## src/rtl/mem_stage.sv

```systemverilog
// mem_stage: load/store unit front end. It takes one memory access at a time
// from the pipeline and drives a simple req/ack bus. Loads return data shifted
// down to bit 0 for the writeback stage. Misaligned or malformed requests are
// refused without touching the bus. A request with no ack is aborted after
// TIMEOUT wait cycles.
module mem_stage #(
  parameter int unsigned TIMEOUT = 15
) (
  input  logic        clk_i,
  input  logic        rst_ni,
  input  logic        valid_i,
  input  logic        mem_read_i,
  input  logic        mem_write_i,
  input  logic [1:0]  size_i,
  input  logic [31:0] addr_i,
  input  logic [31:0] wdata_i,
  output logic        bus_req_o,
  output logic        bus_we_o,
  output logic [31:0] bus_addr_o,
  output logic [3:0]  bus_be_o,
  output logic [31:0] bus_wdata_o,
  input  logic        bus_ack_i,
  input  logic [31:0] bus_rdata_i,
  output logic        busy_o,
  output logic        done_o,
  output logic        err_o,
  output logic [31:0] dmem_data_o
);

  typedef enum logic [1:0] {IDLE, ACCESS, RESP, ERR} state_t;

  state_t      state, state_nxt;
  logic [7:0]  wait_cnt, wait_cnt_nxt;
  logic        launch, capture, req_ok;

  logic [31:0] addr_q;
  logic [1:0]  size_q;
  logic        we_q;
  logic [3:0]  be_q;
  logic [31:0] lane_wdata_q;
  logic [31:0] dmem_q;

  // Half needs an even address, word needs a 4-byte aligned one.
  function automatic logic is_aligned(input logic [1:0] size, input logic [1:0] a);
    case (size)
      2'b00:   return 1'b1;
      2'b01:   return ~a[0];
      2'b10:   return (a == 2'b00);
      default: return 1'b0;
    endcase
  endfunction

  function automatic logic [3:0] byte_enables(input logic [1:0] size, input logic [1:0] a);
    case (size)
      2'b00:   return 4'b0001 << a;
      2'b01:   return 4'b0011 << a;
      default: return 4'b1111;
    endcase
  endfunction

  // Replicating the narrow datum puts it on every lane, which is the same as
  // shifting it left by 8*a within the lanes that are enabled.
  function automatic logic [31:0] lane_data(input logic [1:0] size, input logic [31:0] d);
    case (size)
      2'b00:   return {4{d[7:0]}};
      2'b01:   return {2{d[15:0]}};
      default: return d;
    endcase
  endfunction

  function automatic logic [31:0] load_extract(input logic [1:0] size, input logic [1:0] a,
                                               input logic [31:0] rdata);
    logic [31:0] shifted;
    shifted = rdata >> {a, 3'b000};
    case (size)
      2'b00:   return {24'h0, shifted[7:0]};
      2'b01:   return {16'h0, shifted[15:0]};
      default: return shifted;
    endcase
  endfunction

  assign req_ok = (mem_read_i ^ mem_write_i) && is_aligned(size_i, addr_i[1:0]);

  // Next-state, wait-counter and datapath-enable decode.
  always_comb begin
    state_nxt    = state;
    wait_cnt_nxt = wait_cnt;
    launch       = 1'b0;
    capture      = 1'b0;
    case (state)
      IDLE: begin
        if (valid_i) begin
          if (req_ok) begin
            state_nxt    = ACCESS;
            wait_cnt_nxt = 8'd0;
            launch       = 1'b1;
          end else begin
            state_nxt = ERR;
          end
        end
      end
      ACCESS: begin
        // An ack in the final wait cycle still completes the access.
        if (bus_ack_i) begin
          state_nxt = RESP;
          capture   = ~we_q;
        end else if (wait_cnt == 8'(TIMEOUT - 1)) begin
          state_nxt = ERR;
        end else begin
          wait_cnt_nxt = wait_cnt + 8'd1;
        end
      end
      RESP:    state_nxt = IDLE;
      ERR:     state_nxt = IDLE;
      default: state_nxt = IDLE;
    endcase
  end

  // State register and wait counter.
  always_ff @(posedge clk_i or negedge rst_ni) begin
    if (!rst_ni) begin
      state    <= IDLE;
      wait_cnt <= 8'd0;
    end else begin
      state    <= state_nxt;
      wait_cnt <= wait_cnt_nxt;
    end
  end

  // Access latch on launch, load result capture on ack.
  always_ff @(posedge clk_i or negedge rst_ni) begin
    if (!rst_ni) begin
      addr_q       <= 32'h0;
      size_q       <= 2'b00;
      we_q         <= 1'b0;
      be_q         <= 4'h0;
      lane_wdata_q <= 32'h0;
      dmem_q       <= 32'h0;
    end else begin
      if (launch) begin
        addr_q       <= addr_i;
        size_q       <= size_i;
        we_q         <= mem_write_i;
        be_q         <= byte_enables(size_i, addr_i[1:0]);
        lane_wdata_q <= lane_data(size_i, wdata_i);
      end
      if (capture) begin
        dmem_q <= load_extract(size_q, addr_q[1:0], bus_rdata_i);
      end
    end
  end

  // The bus is only driven while an access is outstanding.
  assign bus_req_o   = (state == ACCESS);
  assign bus_we_o    = bus_req_o & we_q;
  assign bus_addr_o  = bus_req_o ? {addr_q[31:2], 2'b00} : 32'h0;
  assign bus_be_o    = bus_req_o ? be_q : 4'h0;
  assign bus_wdata_o = bus_req_o ? lane_wdata_q : 32'h0;

  assign busy_o      = (state != IDLE);
  assign done_o      = (state == RESP) || (state == ERR);
  assign err_o       = (state == ERR);
  assign dmem_data_o = dmem_q;

endmodule

```

## config.mk

```make
export PLATFORM = sky130hd
export DESIGN_NAME = mem_stage
export DESIGN_NICKNAME = d
export VERILOG_FILES = /design/src/rtl/mem_stage.sv
export SDC_FILE = /design/constraint.sdc
export NUM_CORES = 1
export LEC_CHECK = 0
export BUFFER_PORTS_ARGS = -buffer_cell sky130_fd_sc_hd__buf_2
export CORE_MARGIN = 5
export CORE_UTILIZATION = 40
export DETAILED_ROUTE_END_ITERATION = 10
export HOLD_SLACK_MARGIN = 0.06
export PLACE_DENSITY = 0.68
export SYNTH_ARGS = -nofsm -noshare
export SYNTH_HDL_FRONTEND = slang
export SYNTH_SLANG_ARGS = --single-unit
```

## constraint.sdc

```tcl
create_clock -name clk_i -period 2.4 [get_ports clk_i]
set_input_delay 0.36 -clock clk_i [delete_from_list [all_inputs] [get_ports clk_i]]
set_output_delay 0.36 -clock clk_i [all_outputs]
set_load 0.05 [all_outputs]
```

### Yosys cells after proc, flatten, opt, wreduce, memory -nomap -nowiden

Index checks and enable logic that the tools add are counted.

| word-level totals | value |
|---|---|
| input bits | 104 |
| word-level logic and storage cells | 61 |
| bits in writable memories | 0 |
| bits in latches | 0 |
| ROM bits | 0 |
| output and inout bits | 105 |
| memories | 0 |
| flip-flop bits (word level) | 113 |

| cells by class | value |
|---|---|
| add/subtract/negate cells | 1 |
| bitwise logic cells | 4 |
| reduce and logical (&&, ||, !) cells | 11 |
| order comparisons | 0 |
| div/mod/pow operators | 0 |
| equal/unequal tests | 12 |
| shift operators | 3 |
| multiply operators | 0 |
| mux-type cells | 22 |

Operator list:

| operator | count |
|---|---|
| one-hot mux 32 bit (2 select lines) | 2 |
| two-way mux 32 bit | 2 |
| two-way mux 8 bit | 4 |
| >> shifter 32 x 5 -> 32 bit | 1 |
| one-hot mux 8 bit (2 select lines) | 1 |
| adder 8 x 1 -> 8 bit (second input constant) | 1 |
| equality test 8 x 4 -> 1 bit (second input constant) | 1 |
| zero test 2 bit | 4 |
| two-way mux 2 bit | 4 |
| != test 2 bit (second input constant) | 4 |
| one-hot mux 4 bit (2 select lines) | 1 |
| equality test 2 x 1 -> 1 bit (second input constant) | 3 |
| equality test 2 bit (second input constant) | 3 |
| one-hot mux 2 bit (3 select lines) | 1 |
| two-way mux 1 bit | 5 |
| AND reduction 5 bit | 1 |
| two-way mux 4 bit | 1 |
| nonzero test 2 bit | 2 |
| left shift 1 x 2 -> 4 bit (first input constant) | 1 |
| left shift 2 x 2 -> 4 bit (first input constant) | 1 |
| != test 3 x 1 -> 1 bit (second input constant) | 1 |
| one-hot mux 1 bit (3 select lines) | 1 |
| inverter 1 bit | 2 |
| AND reduction 2 bit | 1 |
| other kinds (5) | 5 |

### Logic depth before layout (Yosys ltp)

Gate-level depths: netlist (run 1).

| logic depth | value |
|---|---|
| depth in word-level cells | 6 |
| depth in mapped cells | 7 |

### Least setup slack after synthesis (run 1)

OpenSTA, ideal clock, no wires.

| timing path | value |
|---|---|
| kind | register to output |
| from | register state[0] |
| to | output port bus_wdata_o[11] |
| arrival time | 1428 ps |
| slack | 612 ps |
| stages on the path, launching flop included | 5 |
| buffers on the path | 3 |
| cells stage by stage | dfrtp_1 > buf_2 > clkbuf_1 > clkbuf_1 > and3_1 |

| between the ends | value |
|---|---|
| word-level cells in the longest chain between the ends | 2 |

RTL lines:

| element | line | RTL |
|---|---|---|
| from (decl) | 32 | `state_t state, state_nxt;` |
| from (signal assigned) | 125 | `state <= state_nxt;` |
| equality test 2 x 1 -> 1 bit | 154 | `assign bus_req_o = (state == ACCESS);` |
| two-way mux 32 bit | 158 | `assign bus_wdata_o = bus_req_o ? lane_wdata_q : 32'h0;` |
| to (decl) | 21 | `output logic [31:0] bus_wdata_o,` |

No other way between the ends.

### Worst setup path in the final report (run 1)

| timing path | value |
|---|---|
| from | register state[0] |
| to | output port bus_wdata_o[26] |

The elaborated chain is that of the path after synthesis.

==> results of run 1 <==
-- final cells by class --
cell class / count / area share
Tap cell: 184 / 0.0299
Clock buffer: 22 / 0.0616
Inverter: 9 / 0.00439
Clock inverter: 10 / 0.0203
Multi-Input combinational cell: 373 / 0.363
Timing Repair Buffer: 222 / 0.153
Sequential cell: 113 / 0.368
-- stage by stage --
| step | cell area [sq um] | hold slack [ns] | worst slack [ns] |
|---|---|---|---|
| after floorplan | 5890 | 0.0644 | 0.612 |
| after global placement | 7050 | 0.278 | 0.316 |
| after detailed placement | 7050 | 0.284 | 0.248 |
| after CTS | 7690 | 0.152 | 0.0552 |
| after global routing | 7700 | 0.159 | 0.0522 |
| final | 7700 | 0.174 | 0.181 |
-- layer usage --
metal  wire length [microns]  GRT usage
met1                    7360      0.252
met2                    7810      0.305
met3                    1310     0.0650
met4                     301     0.0657
met5                       0          0
-- flip-flops by register name, summed over array words and instances (netlist names) --
name	flops
addr_q	32
dmem_data_o	32
lane_wdata_q	32
wait_cnt	8
be_q	4
size_q	2
state	2
we_q	1
-- worst paths after layout --
path | startpoint | to | slack, ns | cells after the start
setup / recovery | state[0] | bus_wdata_o[26] | 0.18 | 4
hold / removal | addr_i[26] | addr_q[26] | 0.17 | 2
setup reg to reg | addr_q[1] | dmem_data_o[11] | 0.41 | 4
hold reg to reg | lane_wdata_q[28] | lane_wdata_q[28] | 0.47 | 2
max in group asynchronous | rst_ni | state[0] | 1.28 | 3
min in group asynchronous | rst_ni | addr_q[16] | 0.40 | 2
-- worst max-delay path, cell delays in order, from the launching register on --
cell and delay (ns):
dfrtp_2 0.47, buf_6 0.21, buf_8 0.23, and3_1 0.23, buf_2 0.28
-- repair_timing --
item / in CTS / in global routing
hold buffers: 1 / 0
pin swaps: 0 / 0
gates resized for setup: 1 / 2
hold endpoints to repair: 22 / 0
endpoints found under the setup margin: 4 / 24
-- cell families after synthesis --
family                     Yosys count  share of synthesized area
and+or+nand+nor                    168                      0.155
DFF                                113                      0.480
AOI/OAI and AO/OA                  103                      0.112
muxes                               97                      0.198
buffers and inverters               57                     0.0478
adders and majority gates            2                    0.00425
other                                1                   0.000637
xor gates and xnor gates             1                    0.00149
-- where the power goes --
group | switching [mW] | total (mW) | internal, mW | leakage [nW]
registers | 0.582 | 3.34 | 2.76 | 1.42
logic | 3.40 | 5.05 | 1.65 | 2.55
clock network | 0.867 | 2.68 | 1.81 | 0.310
-- layout by cell type, fill, tap and decap left out, drive strengths merged --
master,instances
clkinvlp,1
clkbuf,22
dfrtp,113
a211oi,12
a211o,1
nand2b,6
and2b,1
o21ai,47
and4b,1
o22ai,1
or2,1
nor2b,10
conb,2
a2111oi,3
and3,72
nand3,1
nand2,53
o211ai,2
a22o,16
nand4,1
inv,8
a21oi,19
bufinv,4
clkinv,6
a21o,1
dlygate4sd3,1
or3b,1
nand4bb,1
buf,221
o2111ai,1
mux2,50
ha,2
nor3,3
xor2,1
nor2,17
mux2i,47
==> results_dict.tcl, run 1 <==
set metrics [dict create \
    dp_hpwl_microns 12000 \
    synth-edff-count 0 \
    final_nets 842 \
    routedWlPerCell_microns 18.0 \
    multi_input_area_sq_mm 0.00279 \
    synth_area_leader_cell "dfrtp_1" \
    synthArstFlopShare 1.00 \
    synth-seq-cells 113 \
    cts.sinks 113 \
    slew_headroom 0.316 \
    drt_wl_total_microns 16800 \
    synth_area_sq_mm 0.00589 \
    fin_cells 933 \
    n_antenna_cell 0 \
    finalPower_mw 11.1 \
    finalCritPeriodShare 0.925 \
    fmax_mhz 451 \
    grt_pass1_vias 5201 \
    firstDrtPassIters 4 \
    fill_cells 1294 \
    grt-ovfl-total 0 \
    htreeDepth 4 \
    grt_max_degree 61 \
    ff_latch_area_sq_mm 0.00283 \
    ant_nets 0 \
    worst_slew_pin_slew_ns 1.03 \
    hp-class "in -> reg" \
    dp_cells 900 \
    arrival_ns 1.86 \
    clock_latency_ns 0.41 \
    slew_viol_final 0 \
    syn_inst 542 \
    num_vias 4943 \
    ys.flop_type "dfrtp_1" \
    crit_fanout 41 \
    leakagePower_nw 4.27 \
    grt_pass1_wl_microns 27400 \
    fin_skew_ns 0.00645 \
    ir_worst_vdd_v 0.000665 \
    clkSlewWorstSetupHoldPaths_ns 0.05 \
    finalSetupTns_ns 0 \
    drc 0 \
    finalSetupViolCount 0 \
    synth.most_common_cell "dfrtp_1" \
    worstPathRequired_ns 2.04 \
    cap_violations 0 \
    numPortBuffers 206 \
    chipHeight_microns 131 \
    postCtsSetupRepairBufs 0 \
    area_growth_pct 30.7 \
    synth_area_leaders "dfrtp_1, mux2_4, mux2i_1, and3_1, o21ai_0" \
    final_util 0.532 \
    track_usage 0.194 \
    yosysWarnings 0 \
    via_per_inst 5.30 \
    synth_top_area_share 0.480 \
    cts_buffers 17 \
    antenna_found_initial 0 \
    die_area_sq_mm 0.0172 \
    finalHoldViolCount 0 \
    start_util 0.407 \
    die_w_microns 131 \
    crit_path_end_kind "primary output" \
    rsz0062_at_grt "no" \
    p_per_area_mw_per_mm2 1440 \
    gp_congestion 0.902 \
    critPathKind "reg -> out" \
    startpoint_type "register" \
    fin_crit_ns 2.22 \
    drt_iter0_drc 215 \
    drive_gt1_frac 0.414 \
    coreArea_sq_mm 0.0145 \
    ys_types 41 \
    netlist_top_cells_count "dfrtp_1, and3_1, nand2_1, mux2i_1, o21ai_0" \
    cts_tree "done" \
    cts_max_path_buffers 2 \
    outcome "completed" \
    rows 44 \
    cts_root_buffer "clkbuf_16" \
    avgSynthCellArea_sq_um 10.9 \
    synth_seq_area_share 0.480 \
    io_pins 209 \
]
No activity file was read; power rests on OpenSTA's default activity.
==> run 2: changes to the inputs <==
--- a/config.mk
+++ b/config.mk
@@ -5,6 +5,7 @@
 export SDC_FILE = /design/constraint.sdc
 export NUM_CORES = 1
 export LEC_CHECK = 0
+export ABC_AREA = 1
 export BUFFER_PORTS_ARGS = -buffer_cell sky130_fd_sc_hd__buf_2
 export CORE_MARGIN = 5
 export CORE_UTILIZATION = 40
==> results_dict.tcl, run 2 <==
set metrics [dict create \
    outcome "completed" \
    slew_headroom 0.514 \
    rsz0062_at_grt "no" \
    pre_cts_ws_ns 0.459 \
    arrival_ns 1.92 \
    switching_share 0.494 \
    grt_max_degree 114 \
    cp.depth 5 \
    dp_hpwl_microns 12200 \
    finalPower_mw 11.9 \
    cts_tree "done" \
    synth_area_leader_cell "dfrtp_1" \
    pwr-share-comb 0.502 \
    firstDrtPassIters 5 \
    n_antenna_cell 0 \
    cts_max_path_buffers 2 \
    ir_worst_vdd_v 0.000979 \
    cp_num_buf_inv 3 \
    final_util 0.534 \
    worstPathRequired_ns 2.04 \
    top_usage_layer "met2" \
    gp_congestion 0.905 \
    clkSlewWorstSetupHoldPaths_ns 0.05 \
    final_nets 1071 \
    cts_buffers 17 \
    postCtsSetupRepairBufs 0 \
    ys_types 30 \
    internal_power_mw 6.00 \
    drc 0 \
    coreArea_sq_mm 0.0145 \
    synth-seq-cells 113 \
    fin_crit_ns 2.28 \
    grt-ovfl-total 0 \
    synth.most_common_cell "nand2_1" \
    area_growth_pct 30.5 \
    final_common_cell "buf_2" \
    met3_usage 0.0565 \
    setup_slack_ns 0.116 \
    routedWlPerCell_microns 14.6 \
    ys.flop_type "dfrtp_1" \
    ant_nets 0 \
    die_area_sq_mm 0.0174 \
    synth_top_area_share 0.476 \
    fmax_mhz 438 \
    use_met2 0.293 \
    syn_inst 774 \
    worst_slew_pin_slew_ns 0.729 \
    finalCritPeriodShare 0.952 \
    critPathKind "reg -> out" \
    crit_fanout 34 \
    cts.sinks 113 \
    drt_iter0_drc 524 \
    path_cells "inv_1 > nand2_8 > buf_4 > nor2_1 > buf_2" \
    fin_skew_ns 0.0101 \
    drive_gt1_frac 0.302 \
    finalSetupViolCount 0 \
    netlist_top_cells_count "nand2_1, nor2_1, dfrtp_1, o21ai_0, inv_1" \
    synth_area_sq_mm 0.00594 \
    rows 44 \
    via_per_inst 4.86 \
    startpoint_type "register" \
    grt_pass1_vias 5547 \
    power_switching_mw 5.87 \
    numPortBuffers 206 \
    cp_slowest_cell "dfrtp_1" \
    cts_resized 1 \
    crit_start "state[1]" \
    final_cell_mix "buf_2, nand2_1, nor2_1" \
    finalSetupTns_ns 0 \
    synthArstFlopShare 1.00 \
    synth_area_leaders "dfrtp_1, o21ai_0, nand2_1, nor2_1, inv_1" \
    htreeDepth 4 \
    clkPwrFrac 0.231 \
    fill_cells 1423 \
    cts_root_buffer "clkbuf_16" \
    cap_violations 0 \
    slew_viol_final 0 \
    die_w_microns 132 \
    r2r_start "state[0]" \
    drt_wl_total_microns 17000 \
    io_pins 209 \
    crit_path_end_kind "primary output" \
    avgSynthCellArea_sq_um 7.68 \
    critPathTopFamily "buffers and inverters" \
    max_stage_delay_ns 0.42 \
    seqPwrFrac 0.266 \
    track_usage 0.196 \
    start_util 0.409 \
    clock_latency_ns 0.41 \
    grt_pass1_wl_microns 28300 \
    r2r_cells 7 \
    finalHoldViolCount 0 \
    chipHeight_microns 132 \
    leakagePower_nw 4.26 \
    hp-class "in -> async" \
    synth_seq_area_share 0.476 \
    hold_buffers 0 \
    use_met1 0.271 \
    p_per_area_mw_per_mm2 1530 \
    timing.rr.end "addr_q[23]" \
    antenna_found_initial 1 \
    r2r_setup_slack_ns 0.45 \
    num_vias 5645 \
    yosysWarnings 0 \
    synth-edff-count 0 \
]
==> run 2: how the worst max path moves through the flow <==
stage	endpoint
2_1_floorplan	bus_wdata_o[10]
3_5_place_dp	bus_be_o[1]
3_3_place_gp	bus_be_o[1]
5_1_grt	bus_wdata_o[13]
4_1_cts	bus_be_o[1]
6_report	bus_wdata_o[13]
==> run 2: power by group through the flow <==
stage	logic, mW	clock network (mW)	registers (mW)
final	5.97	2.75	3.16
after global routing	6.47	2.88	3.26
after CTS	6.02	2.80	3.16
after detailed placement	5.99	0	3.17
after global placement	5.93	0	3.16
after floorplan	3.75	0	3.93
==> run 2: area by class of cell <==
class	count	area [sq um]	share of cell area
well taps	184	230	0.0297
clock buffers	23	498	0.0642
repair buffers	220	1190	0.154
inverters	108	405	0.0523
multi-input cells	505	2450	0.316
flip-flops and latches	113	2830	0.365
clock inverters	9	151	0.0195
==> run 2: logic make-up (layout without fill, tap and decap cells) <==
| family | after synthesis | in the layout | synth area share |
|---|---|---|---|
| other | 1 | 2 | 0.000631 |
| adders and majority gates | 2 | 2 | 0.00421 |
| buffers and inverters | 157 | 360 | 0.115 |
| DFF | 113 | 113 | 0.476 |
| xor gates and xnor gates | 3 | 3 | 0.00442 |
| and+or+nand+nor | 289 | 289 | 0.198 |
| AOI/OAI and AO/OA | 209 | 209 | 0.202 |
==> run 2: layer usage <==
layer  up-vias  wire [microns]
met5         -              11
met4         2             335
met3        27            1300
met2       213            7510
met1      2566            7830
li1       2837               -
==> run 2: metrics by stage <==
stage	cells	hold WS [ns]	cell area [sq um]
5_1_grt	1162	0.0835	7760
2_1_floorplan	775	0.0644	5950
6_report	1162	0.0116	7760
4_1_cts	1162	0.0613	7750
3_5_place_dp	1130	0.473	7090
3_3_place_gp	1130	0.467	7090
